===== config.mk =====
export PLATFORM = sky130hd
export DESIGN_NAME = gpu_pixel_line_buffer_flat
export DESIGN_NICKNAME = d
export VERILOG_FILES = /design/src/rtl/gpu_linebuf_pkg.sv /design/src/rtl/gpu_pixel_line_buffer_if.sv /design/src/rtl/gpu_linebuf_store.sv /design/src/rtl/gpu_pixel_line_buffer.sv /design/src/flat_wrapper.sv
export SDC_FILE = /design/constraint.sdc
export NUM_CORES = 1
export LEC_CHECK = 0
export ABC_AREA = 0
export BUFFER_PORTS_ARGS = -buffer_cell sky130_fd_sc_hd__buf_2
export CAP_MARGIN = 20
export CORE_MARGIN = 2
export CORE_UTILIZATION = 45
export DETAILED_ROUTE_END_ITERATION = 10
export GPL_ROUTABILITY_DRIVEN = 0
export GPL_TIMING_DRIVEN = 0
export PLACE_DENSITY = 0.65
export SLEW_MARGIN = 25
export SYNTH_ARGS = -nofsm -noshare
export SYNTH_HDL_FRONTEND = slang
export SYNTH_SLANG_ARGS = --single-unit

===== constraint.sdc =====
create_clock -name clk -period 6.02 [get_ports clk]
set_clock_uncertainty 0.05 [all_clocks]
set_input_delay 1.204 -clock clk [delete_from_list [all_inputs] [get_ports clk]]
set_output_delay 1.204 -clock clk [all_outputs]
set_load 0.03 [all_outputs]

===== src/rtl/gpu_linebuf_pkg.sv =====
`default_nettype none
// ============================================================================
// Module   : gpu_linebuf_pkg
// Purpose  : Shared types and constants for the GPU pixel line buffer.
// Revision : 1.0 - initial release
// ============================================================================
package gpu_linebuf_pkg;

   localparam int LINE_PIX    = 16;
   localparam int LINE_TAG_W  = 15;
   localparam int LINE_DATA_W = 256;

   typedef enum logic [1:0] {
      ST_EMPTY = 2'd0,
      ST_FILL  = 2'd1,
      ST_FLUSH = 2'd2
   } lb_state_e;

   // Line tag: screen row plus the 16-pixel column group.
   function automatic logic [LINE_TAG_W-1:0] line_tag(input logic [8:0] i_y,
                                                      input logic [5:0] i_xHi);
      return {i_y, i_xHi};
   endfunction

endpackage
`default_nettype wire


===== src/rtl/gpu_pixel_line_buffer_if.sv =====
`default_nettype none
// ============================================================================
// Module   : gpu_pixel_line_buffer_if
// Purpose  : Line-flush bus between the pixel line buffer (master) and the
//            VRAM arbiter (slave).
// Revision : 1.0 - initial release
// ============================================================================
interface gpu_pixel_line_buffer_if;
   import gpu_linebuf_pkg::*;

   logic                   o_flushReq;
   logic [LINE_TAG_W-1:0]  o_flushAdr;
   logic [LINE_DATA_W-1:0] o_flushData;
   logic [LINE_PIX-1:0]    o_flushMask;
   logic                   i_flushAck;

   modport master (
      output o_flushReq,
      output o_flushAdr,
      output o_flushData,
      output o_flushMask,
      input  i_flushAck
   );

   modport slave (
      input  o_flushReq,
      input  o_flushAdr,
      input  o_flushData,
      input  o_flushMask,
      output i_flushAck
   );

endinterface
`default_nettype wire


===== src/rtl/gpu_linebuf_store.sv =====
`default_nettype none
// ============================================================================
// Module   : gpu_linebuf_store
// Purpose  : 16 x 16-bit pixel register array with per-slot write mask,
//            single-slot write and whole-line clear.
// Revision : 1.0 - initial release
// ============================================================================
module gpu_linebuf_store
   import gpu_linebuf_pkg::*;
(
   input  wire logic                   clk,
   input  wire logic                   i_nrst,
   input  wire logic                   i_clr,
   input  wire logic                   i_we,
   input  wire logic [3:0]             i_slot,
   input  wire logic [15:0]            i_data,
   output logic      [LINE_DATA_W-1:0] o_data,
   output logic      [LINE_PIX-1:0]    o_mask
);

   logic [15:0]         r_pix [LINE_PIX];
   logic [LINE_PIX-1:0] r_mask;

   // Clear zeroes data as well so unwritten slots always flush as zero.
   always_ff @(posedge clk or negedge i_nrst) begin
      if (!i_nrst) begin
         for (int i = 0; i < LINE_PIX; i++) r_pix[i] <= '0;
         r_mask <= '0;
      end else if (i_clr) begin
         for (int i = 0; i < LINE_PIX; i++) r_pix[i] <= '0;
         r_mask <= '0;
      end else if (i_we) begin
         r_pix[i_slot]  <= i_data;
         r_mask[i_slot] <= 1'b1;
      end
   end

   for (genvar g = 0; g < LINE_PIX; g++) begin : g_pack
      assign o_data[16*g +: 16] = r_pix[g];
   end

   assign o_mask = r_mask;

endmodule
`default_nettype wire


===== src/rtl/gpu_pixel_line_buffer.sv =====
`default_nettype none
// ============================================================================
// Module   : gpu_pixel_line_buffer
// Purpose  : Collects finished pixels into a 16-pixel VRAM line, flushes the
//            line to the VRAM arbiter on line change / new line / end of
//            primitive, and stalls the pipeline until the write is acked.
// Options  : GPU_LINEBUF_MASKBIT_EN - OR i_forceMask into stored bit 15.
// Revision : 1.0 - initial release
// ============================================================================
module gpu_pixel_line_buffer
   import gpu_linebuf_pkg::*;
(
   input  wire logic        clk,
   input  wire logic        i_nrst,
   input  wire logic        i_validPixel,
   input  wire logic [9:0]  i_scrX,
   input  wire logic [8:0]  i_scrY,
   input  wire logic [15:0] i_texel,
   input  wire logic        i_transparent,
   input  wire logic [1:0]  i_newLine,
   input  wire logic        i_flushAll,
   input  wire logic        i_forceMask,
   output logic             o_pause,
   output logic             o_resetLineFlag,
   output logic             o_idle,
   gpu_pixel_line_buffer_if.master vram
);

   lb_state_e              r_state;
   lb_state_e              w_nextState;
   logic [LINE_TAG_W-1:0]  r_tag;
   logic                   r_flushPend;

   logic                   r_flushReq;
   logic [LINE_TAG_W-1:0]  r_flushAdr;
   logic [LINE_DATA_W-1:0] r_flushData;
   logic [LINE_PIX-1:0]    r_flushMask;

   logic [LINE_TAG_W-1:0]  w_pixTag;
   logic                   w_tagMatch;
   logic                   w_newLine;
   logic                   w_needFlush;
   logic                   w_accept;
   logic                   w_capture;
   logic                   w_clr;
   logic                   w_rlf;
   logic [15:0]            w_pixData;
   logic [LINE_DATA_W-1:0] w_storeData;
   logic [LINE_PIX-1:0]    w_storeMask;

   assign w_pixTag   = line_tag(i_scrY, i_scrX[9:4]);
   assign w_tagMatch = (w_pixTag == r_tag);
   assign w_newLine  = |i_newLine;

`ifdef GPU_LINEBUF_MASKBIT_EN
   assign w_pixData = {i_texel[15] | i_forceMask, i_texel[14:0]};
`else
   logic w_unused_forceMask;
   assign w_pixData          = i_texel;
   assign w_unused_forceMask = i_forceMask;
`endif

   gpu_linebuf_store u_store (
      .clk    (clk),
      .i_nrst (i_nrst),
      .i_clr  (w_clr),
      .i_we   (w_accept & ~i_transparent),
      .i_slot (i_scrX[3:0]),
      .i_data (w_pixData),
      .o_data (w_storeData),
      .o_mask (w_storeMask)
   );

   // State register.
   always_ff @(posedge clk or negedge i_nrst) begin
      if (!i_nrst) r_state <= ST_EMPTY;
      else         r_state <= w_nextState;
   end

   // Next state, flush decision, acceptance and new-line acknowledge.
   // An end-of-primitive arriving with a matching pixel lets the pixel in
   // first; r_flushPend then forces the flush on the following cycle.
   always_comb begin
      w_nextState = r_state;
      w_needFlush = 1'b0;
      w_accept    = 1'b0;
      w_capture   = 1'b0;
      w_clr       = 1'b0;
      w_rlf       = 1'b0;
      case (r_state)
         ST_EMPTY: begin
            w_accept = i_validPixel;
            w_rlf    = w_newLine;
            if (i_validPixel) w_nextState = ST_FILL;
         end
         ST_FILL: begin
            w_needFlush = (i_validPixel & ~w_tagMatch) | w_newLine | r_flushPend |
                          (i_flushAll & ~(i_validPixel & w_tagMatch));
            if (w_needFlush) begin
               w_clr = 1'b1;
               if (|w_storeMask) begin
                  w_capture   = 1'b1;
                  w_nextState = ST_FLUSH;
               end else begin
                  w_rlf       = w_newLine;
                  w_nextState = ST_EMPTY;
               end
            end else begin
               w_accept = i_validPixel;
            end
         end
         ST_FLUSH: begin
            if (vram.i_flushAck) w_nextState = ST_EMPTY;
         end
         default: w_nextState = ST_EMPTY;
      endcase
   end

   // Line tag and deferred end-of-primitive flag.
   always_ff @(posedge clk or negedge i_nrst) begin
      if (!i_nrst) begin
         r_tag       <= '0;
         r_flushPend <= 1'b0;
      end else begin
         if (w_accept)   r_tag <= w_pixTag;
         else if (w_clr) r_tag <= '0;
         r_flushPend <= w_accept & i_flushAll;
      end
   end

   // Flush request and frozen line snapshot, held until acknowledged.
   always_ff @(posedge clk or negedge i_nrst) begin
      if (!i_nrst) begin
         r_flushReq  <= 1'b0;
         r_flushAdr  <= '0;
         r_flushData <= '0;
         r_flushMask <= '0;
      end else if (w_capture) begin
         r_flushReq  <= 1'b1;
         r_flushAdr  <= r_tag;
         r_flushData <= w_storeData;
         r_flushMask <= w_storeMask;
      end else if ((r_state == ST_FLUSH) && vram.i_flushAck) begin
         r_flushReq  <= 1'b0;
      end
   end

   assign o_pause         = w_needFlush | (r_state == ST_FLUSH);
   assign o_resetLineFlag = w_rlf;
   assign o_idle          = (r_state == ST_EMPTY);

   assign vram.o_flushReq  = r_flushReq;
   assign vram.o_flushAdr  = r_flushAdr;
   assign vram.o_flushData = r_flushData;
   assign vram.o_flushMask = r_flushMask;

endmodule
`default_nettype wire

===== src/flat_wrapper.sv =====
// flat-port wrapper written by rule: the top's interface ports become plain ports
module gpu_pixel_line_buffer_flat import gpu_linebuf_pkg::*;
  (clk, i_nrst, i_validPixel, i_scrX, i_scrY, i_texel, i_transparent, i_newLine, i_flushAll, i_forceMask, o_pause, o_resetLineFlag, o_idle, vram_o_flushReq, vram_o_flushAdr, vram_o_flushData, vram_o_flushMask, vram_i_flushAck);
  gpu_pixel_line_buffer_if vram_i ();
  input  wire logic clk;
  input  wire logic i_nrst;
  input  wire logic i_validPixel;
  input  wire logic [9:0] i_scrX;
  input  wire logic [8:0] i_scrY;
  input  wire logic [15:0] i_texel;
  input  wire logic i_transparent;
  input  wire logic [1:0] i_newLine;
  input  wire logic i_flushAll;
  input  wire logic i_forceMask;
  output logic o_pause;
  output logic o_resetLineFlag;
  output logic o_idle;
  output wire logic [$bits(vram_i.o_flushReq)-1:0] vram_o_flushReq;
  output wire logic [$bits(vram_i.o_flushAdr)-1:0] vram_o_flushAdr;
  output wire logic [$bits(vram_i.o_flushData)-1:0] vram_o_flushData;
  output wire logic [$bits(vram_i.o_flushMask)-1:0] vram_o_flushMask;
  input wire logic [$bits(vram_i.i_flushAck)-1:0] vram_i_flushAck;
  assign vram_o_flushReq = vram_i.o_flushReq;
  assign vram_o_flushAdr = vram_i.o_flushAdr;
  assign vram_o_flushData = vram_i.o_flushData;
  assign vram_o_flushMask = vram_i.o_flushMask;
  assign vram_i.i_flushAck = vram_i_flushAck;
  gpu_pixel_line_buffer u_core (.clk(clk), .i_nrst(i_nrst), .i_validPixel(i_validPixel), .i_scrX(i_scrX), .i_scrY(i_scrY), .i_texel(i_texel), .i_transparent(i_transparent), .i_newLine(i_newLine), .i_flushAll(i_flushAll), .i_forceMask(i_forceMask), .o_pause(o_pause), .o_resetLineFlag(o_resetLineFlag), .o_idle(o_idle), .vram(vram_i));
endmodule

# Word-level counts from Yosys, hierarchy flattened
# Index checks and enable logic that the tools add are counted.
# word_totals
ff_bits	578
in_bits	44
out_inout_bits	291
elab_cells	87
# op_classes
order_cmp	4
n_eq_ne	6
mux	29
n_bitwise	14
reduce_logical	10
# ops
op	n
256-bit two-way mux	2
256-bit bitwise mux	1
16-bit demux with 4-bit select	1
16-bit two-way mux	3
15-bit two-way mux	2
16-bit bitwise OR	1
16-bit OR reduction	1
15-bit equality test	1
1-bit two-way mux	12
2-bit two-way mux	4
2-bit case mux with 3 select lines	1
2-bit nonzero test	3
1-bit bitwise AND	5
5-bit greater-or-equal comparator (second input constant)	1
4-bit by 5-bit less-than comparator with 1-bit output (second input constant)	1
5-bit by 1-bit less-than comparator with 1-bit output (second input constant)	1
4-bit inverter with 5-bit output	1
1-bit demux with 4-bit select	1
4-bit by 1-bit greater-or-equal comparator with 1-bit output (second input constant)	1
2-bit != test (second input constant)	2
1-bit bitwise OR	4
1-bit case mux with 2 select lines	2
1-bit logical AND	3
1-bit inverter	3
6 further kinds	6

# Depth between registers and ports, before layout
# logic_depth
ltp_word	11
mapped_depth	9
mapped_depth_nobuf	6

# Cells and area by module
# From an unflattened synthesis, not the netlist that was laid out.
# hier_totals
hier_cells	1650
area_unflattened_um2	24284.5
# by_module_without_submodules
module	instances	cells_each	area_each_um2	seq_area_each_um2
gpu_pixel_line_buffer	1	693	12478.2	7657.3
gpu_linebuf_store	1	957	11806.3	6806.5

# Worst setup path before layout
# No wires, ideal clock.
# synth_timing
kind	input-to-output
from	input i_scrY[2]
to	output o_pause
arrival_time_ps	2698
required_time_ps	4766
setup_slack_ps	2068
path_stages	7
n_path_buf	1
cell_sequence	xor2_1 nor4_2 nand4_2 o21ai_1 a21oi_1 clkbuf_1 nand2b_1
# synth_between
elab_chain_len	8
elab_cells_between_ends	11
classes_between	eq/ne (1); mux (1); bitwise (9)
# synth_lines
element	line_no	source
start: declaration	flat_wrapper.sv:9	input wire logic [8:0] i_scrY;
15-bit equality test *	gpu_pixel_line_buffer.sv:52	assign w_tagMatch = (w_pixTag == r_tag);
1-bit inverter	gpu_pixel_line_buffer.sv:97	w_needFlush = (i_validPixel & ~w_tagMatch) | w_newLine | r_flushPend |
1-bit bitwise AND	gpu_pixel_line_buffer.sv:97	
1-bit bitwise OR (2 in a row)	gpu_pixel_line_buffer.sv:97	
1-bit bitwise OR *	gpu_pixel_line_buffer.sv:97	
1-bit two-way mux *	gpu_pixel_line_buffer.sv:90	case (r_state)
1-bit bitwise OR *	gpu_pixel_line_buffer.sv:148	assign o_pause = w_needFlush | (r_state == ST_FLUSH);
end: declaration	flat_wrapper.sv:15	output logic o_pause;
# Mark *: on every way between the ends. The rest lies on a longest branch, timed or not.

# Final worst setup path
# layout_timing
from	input i_scrY[7]
to	output o_pause
# Same word-level chain as after synthesis.

==> results.txt <==
Before CTS, the worst setup slack after placement is 1.21 ns. In the final routed layout, each cell accounts on average for 23.4 um. The floorplan step defined a die boundary enclosing 54,700 um^2. In this run the vertical extent of the chip is 234 um. The critical setup path kind is in -> out.

The smallest clock period supported by the final layout is computed as 4.88 ns. Netlist area before placement: 23,800 um^2. The tools report the number of instances resized during post-cts repair as 0. Data arrival time at the worst-slack endpoint: 3.62 ns.

The buffer levels on the longest clock path is 3. The max-cap check violation count is 0, and the die width is 234 um. The final core utilization was 0.541; the clock network latency to the later pin of the worst-skew pair was 0.61 ns. The final non-filler cell area was 28,300 um^2. Counting flops with a built-in enable in the synthesized netlist gives 0. The fraction of registers with async set or reset after synthesis came out at 1.00. The number of clock sinks was 578; the area of the core was 52,300 um^2. The pre-antenna-repair detailed-routing pass consisted of 6 iterations. The tools report the total wire length as 73.5 mm. The mean instance size in the synthesized netlist was 11.8 um^2; the global-route wire length before repair was 109 mm.

For the highest clock frequency the design can meet, the log shows 205 MHz. The quantity of I/O buffers inserted on ports came out at 332. The final-report hold violation count came out at 0. The run gives 335 as the number of I/O pins.

The logs give 0 for the number of nets with antenna violations after routing and 4.77 ns for the required time at the worst-slack endpoint. The logs give 2,060 for the number of nets in the synthesized netlist and 2 for the number of H-tree branching levels. Relative contribution of combinational cells to total power: 0.254. For the pin with the worst max-slew slack, the measured transition is 1.07 ns. The number of pins with negative max-slew slack in the final report was 0; the detailed-route vias per instance was 5.73. Setup violations remaining at the end of the flow were counted as 0. The final route contains 18,000 vias.

Global routing finished with a remaining overflow of 0. The fraction of synthesized cell area in xor and xnor cells was 0.00553; the number of placement rows was 84. The post-synthesis simple-gate area fraction was 0.0962. The via count of the first global-routing pass was 17,800. In the layout the commonest cells are sky130_fd_sc_hd__dfrtp_1 (578), sky130_fd_sc_hd__buf_2 (370), sky130_fd_sc_hd__mux2_2 (287).

Number of nets at the end of the flow: 2,458. The worst-case IR drop observed on VDD is 0.254 mV. The number of setup buffers added after CTS is 0. Leaving out fill and tap cells, the most frequent cell in the layout is sky130_fd_sc_hd__dfrtp_1. The layout cell share with drive strength beyond 1 is 0.333.

In the synthesized netlist, the number of instances is 2,016. By area, the combinational part of the netlist is dominated by multiplexers. The worst hold path belongs to the class reg -> reg. The share of synthesized area occupied by flip-flops and latches was 0.609. In the synthesized netlist the dominant register cell turns out to be sky130_fd_sc_hd__dfrtp_1.

Clock group share of total power: 0.322. STA classifies the critical path startpoint as an input pin. The final clock period utilization by the worst path came out at 0.810. The logs give 0.424 for the power share of the sequential group and 4,549 for the number of fill cells in the layout.

All-layer global routing usage: 0.267. The number of warnings issued by yosys was 0. TritonCTS built the clock tree. For the worst hold margin, the log shows 0.448 ns.

The flow ran to the end, and the final reports show no timing, DRC or antenna violations. The headroom to the max-slew limit is 0.286. The netlist uses 40 different library cells. The initial standard-cell utilization of the core was 0.454. The run gives 5 as the number of antenna violations at the first check in global routing.

Detailed placement ended at an HPWL of 52.3 mm. TritonCTS created 58 clock buffers. The switching share of total power was 0.333. The instance area after placement was 26,500 um^2; the hold buffer count at cts was 0. The layout-stage area growth over the synthesis result is 19.2%. Total power divided by cell area: 386 nW/um^2. Clock tree synthesis selected as its root buffer the cell sky130_fd_sc_hd__clkbuf_16. The total net switching power was 3.64 mW. The standby leakage power is 14.1 nW, and the top fanout value on the critical path is 10. The initial detailed-routing violation count is 1,576, and the post-synthesis share of cell area spent on full adders, half adders and majority gates is 0. Setup repair after global routing left no endpoint under its margin. The worst setup path is captured at an output port. The multiplexer share of the synthesized area came out at 0.136. Entering global routing, the biggest net connects 92 pins. After synthesis the netlist holds a flip-flop and latch count of 578. Once routing completed, OpenROAD measured the worst setup slack at 1.14 ns.

Clock-pin slew was measured on the worst setup and hold paths at 0.06 ns. In the routed design, unresolved DRC markers number 0. The tools report the cell-internal power as 7.28 mW. The synthesized-area fraction occupied by ao, oa, aoi and oai cells is 0.116.
[kinds of logic after synthesis]
family / count (synthesis)
AOI/OAI and AO/OA: 536
and+or+nand+nor: 412
buffers and inverters: 188
muxes: 287
DFF: 578
xor gates and xnor gates: 15
[stage by stage]
stage	setup TNS [ns]	cells	power [mW]
after floorplan	0	2016	6.43
after global routing	0	3143	11.3
after detailed placement	0	3042	7.48
after global placement	-4492.90	3036	7.41
final	0	3144	10.9
after CTS	0	3141	11.0
[layer usage]
metal  wire (um)  global-route usage  vias up  share of wire
met5          11                   0        -        0.00015
met4        2630              0.0947        2          0.036
met1       31300               0.364     9196           0.43
met3        5280              0.0589      144          0.072
met2       34300               0.422      671           0.47
li1            -                   -     8002              -
[registers in the layout, indices dropped and copies added (netlist names), 2 cells and up]
name,count
u_core.u_store.o_data,256
u_core.r_tag,15
u_core.vram.o_flushAdr,15
u_core.r_state,2
u_core.u_store.o_mask,16
u_core.vram.o_flushMask,16
u_core.vram.o_flushData,256
[path summary, 6_finish.rpt]
check	cells after the start	endpoint	start	slack, ns
min in group asynchronous	1	u_core.vram.o_flushData[126]	i_nrst	0.55
max	9	o_pause	i_scrY[7]	1.14
max in group asynchronous	4	u_core.vram.o_flushData[38]	i_nrst	3.61
max reg2reg	8	u_core.vram.o_flushMask[2]	u_core.u_store.o_mask[7]	2.57
min	1	u_core.vram.o_flushData[27]	u_core.vram.o_flushData[27]	0.45
min reg2reg	1	u_core.vram.o_flushData[27]	u_core.vram.o_flushData[27]	0.45
[cell type report]
cell class / instances / area (um^2) / area share
antenna: 3 / 7.51 / 0.000265
buffer: 186 / 905 / 0.0319
clock buffer: 86 / 1720 / 0.0607
clock inverter: 13 / 124 / 0.00437
inverter: 2 / 7.51 / 0.000265
multi-input combinational: 1250 / 8400 / 0.297
sequential: 578 / 14500 / 0.511
tap: 688 / 861 / 0.0304
timing repair buffer: 338 / 1840 / 0.0649
[cell usage after synthesis, types with 2 or more instances]
| cell | number | area (um^2) |
|---|---|---|
| sky130_fd_sc_hd__buf_4 | 25 | 188 |
| sky130_fd_sc_hd__nor4_2 | 4 | 50.1 |
| sky130_fd_sc_hd__and3_1 | 10 | 62.6 |
| sky130_fd_sc_hd__o21ai_0 | 225 | 1130 |
| sky130_fd_sc_hd__buf_1 | 5 | 18.8 |
| sky130_fd_sc_hd__dfrtp_1 | 578 | 14500 |
| sky130_fd_sc_hd__nand2b_1 | 4 | 25.0 |
| sky130_fd_sc_hd__buf_2 | 39 | 195 |
| sky130_fd_sc_hd__nor3_1 | 17 | 85.1 |
| sky130_fd_sc_hd__buf_6 | 7 | 78.8 |
| sky130_fd_sc_hd__nand2_1 | 19 | 71.3 |
| sky130_fd_sc_hd__o21ai_1 | 34 | 170 |
| sky130_fd_sc_hd__a22o_1 | 15 | 131 |
| sky130_fd_sc_hd__nor4_1 | 7 | 43.8 |
| sky130_fd_sc_hd__nor2b_1 | 7 | 43.8 |
| sky130_fd_sc_hd__a21oi_1 | 259 | 1300 |
| sky130_fd_sc_hd__or3_1 | 9 | 56.3 |
| sky130_fd_sc_hd__nor4_4 | 6 | 128 |
| sky130_fd_sc_hd__and2_1 | 2 | 12.5 |
| sky130_fd_sc_hd__xnor2_1 | 3 | 26.3 |
| sky130_fd_sc_hd__nand3_1 | 273 | 1370 |
| sky130_fd_sc_hd__xor2_1 | 12 | 105 |
| sky130_fd_sc_hd__clkbuf_1 | 110 | 413 |
| sky130_fd_sc_hd__nor3_2 | 10 | 100 |
| sky130_fd_sc_hd__inv_1 | 2 | 7.51 |
| sky130_fd_sc_hd__or4_1 | 8 | 60.1 |
| sky130_fd_sc_hd__nand2_2 | 2 | 12.5 |
| sky130_fd_sc_hd__nor2_1 | 26 | 97.6 |
| sky130_fd_sc_hd__mux2_2 | 287 | 3230 |
[worst max-delay path: stages]
cell                       delay (ns)
sky130_fd_sc_hd__buf_2           0.11
sky130_fd_sc_hd__xor2_1          0.13
sky130_fd_sc_hd__nor4_1          0.44
sky130_fd_sc_hd__nand2_1         0.40
sky130_fd_sc_hd__o21ai_1         0.32
sky130_fd_sc_hd__a21oi_1         0.14
sky130_fd_sc_hd__clkbuf_1        0.40
sky130_fd_sc_hd__nand2b_1        0.28
sky130_fd_sc_hd__buf_2           0.18
[power groups by stage]
stage	registers [mW]	logic, mW	clock network [mW]
global placement	4.68	2.73	0
global route	4.67	2.95	3.72
detailed placement	4.69	2.79	0
CTS	4.63	2.80	3.57
floorplan	5.24	1.19	0
finish	4.63	2.78	3.52
No activity file was read; power rests on OpenSTA's default activity.
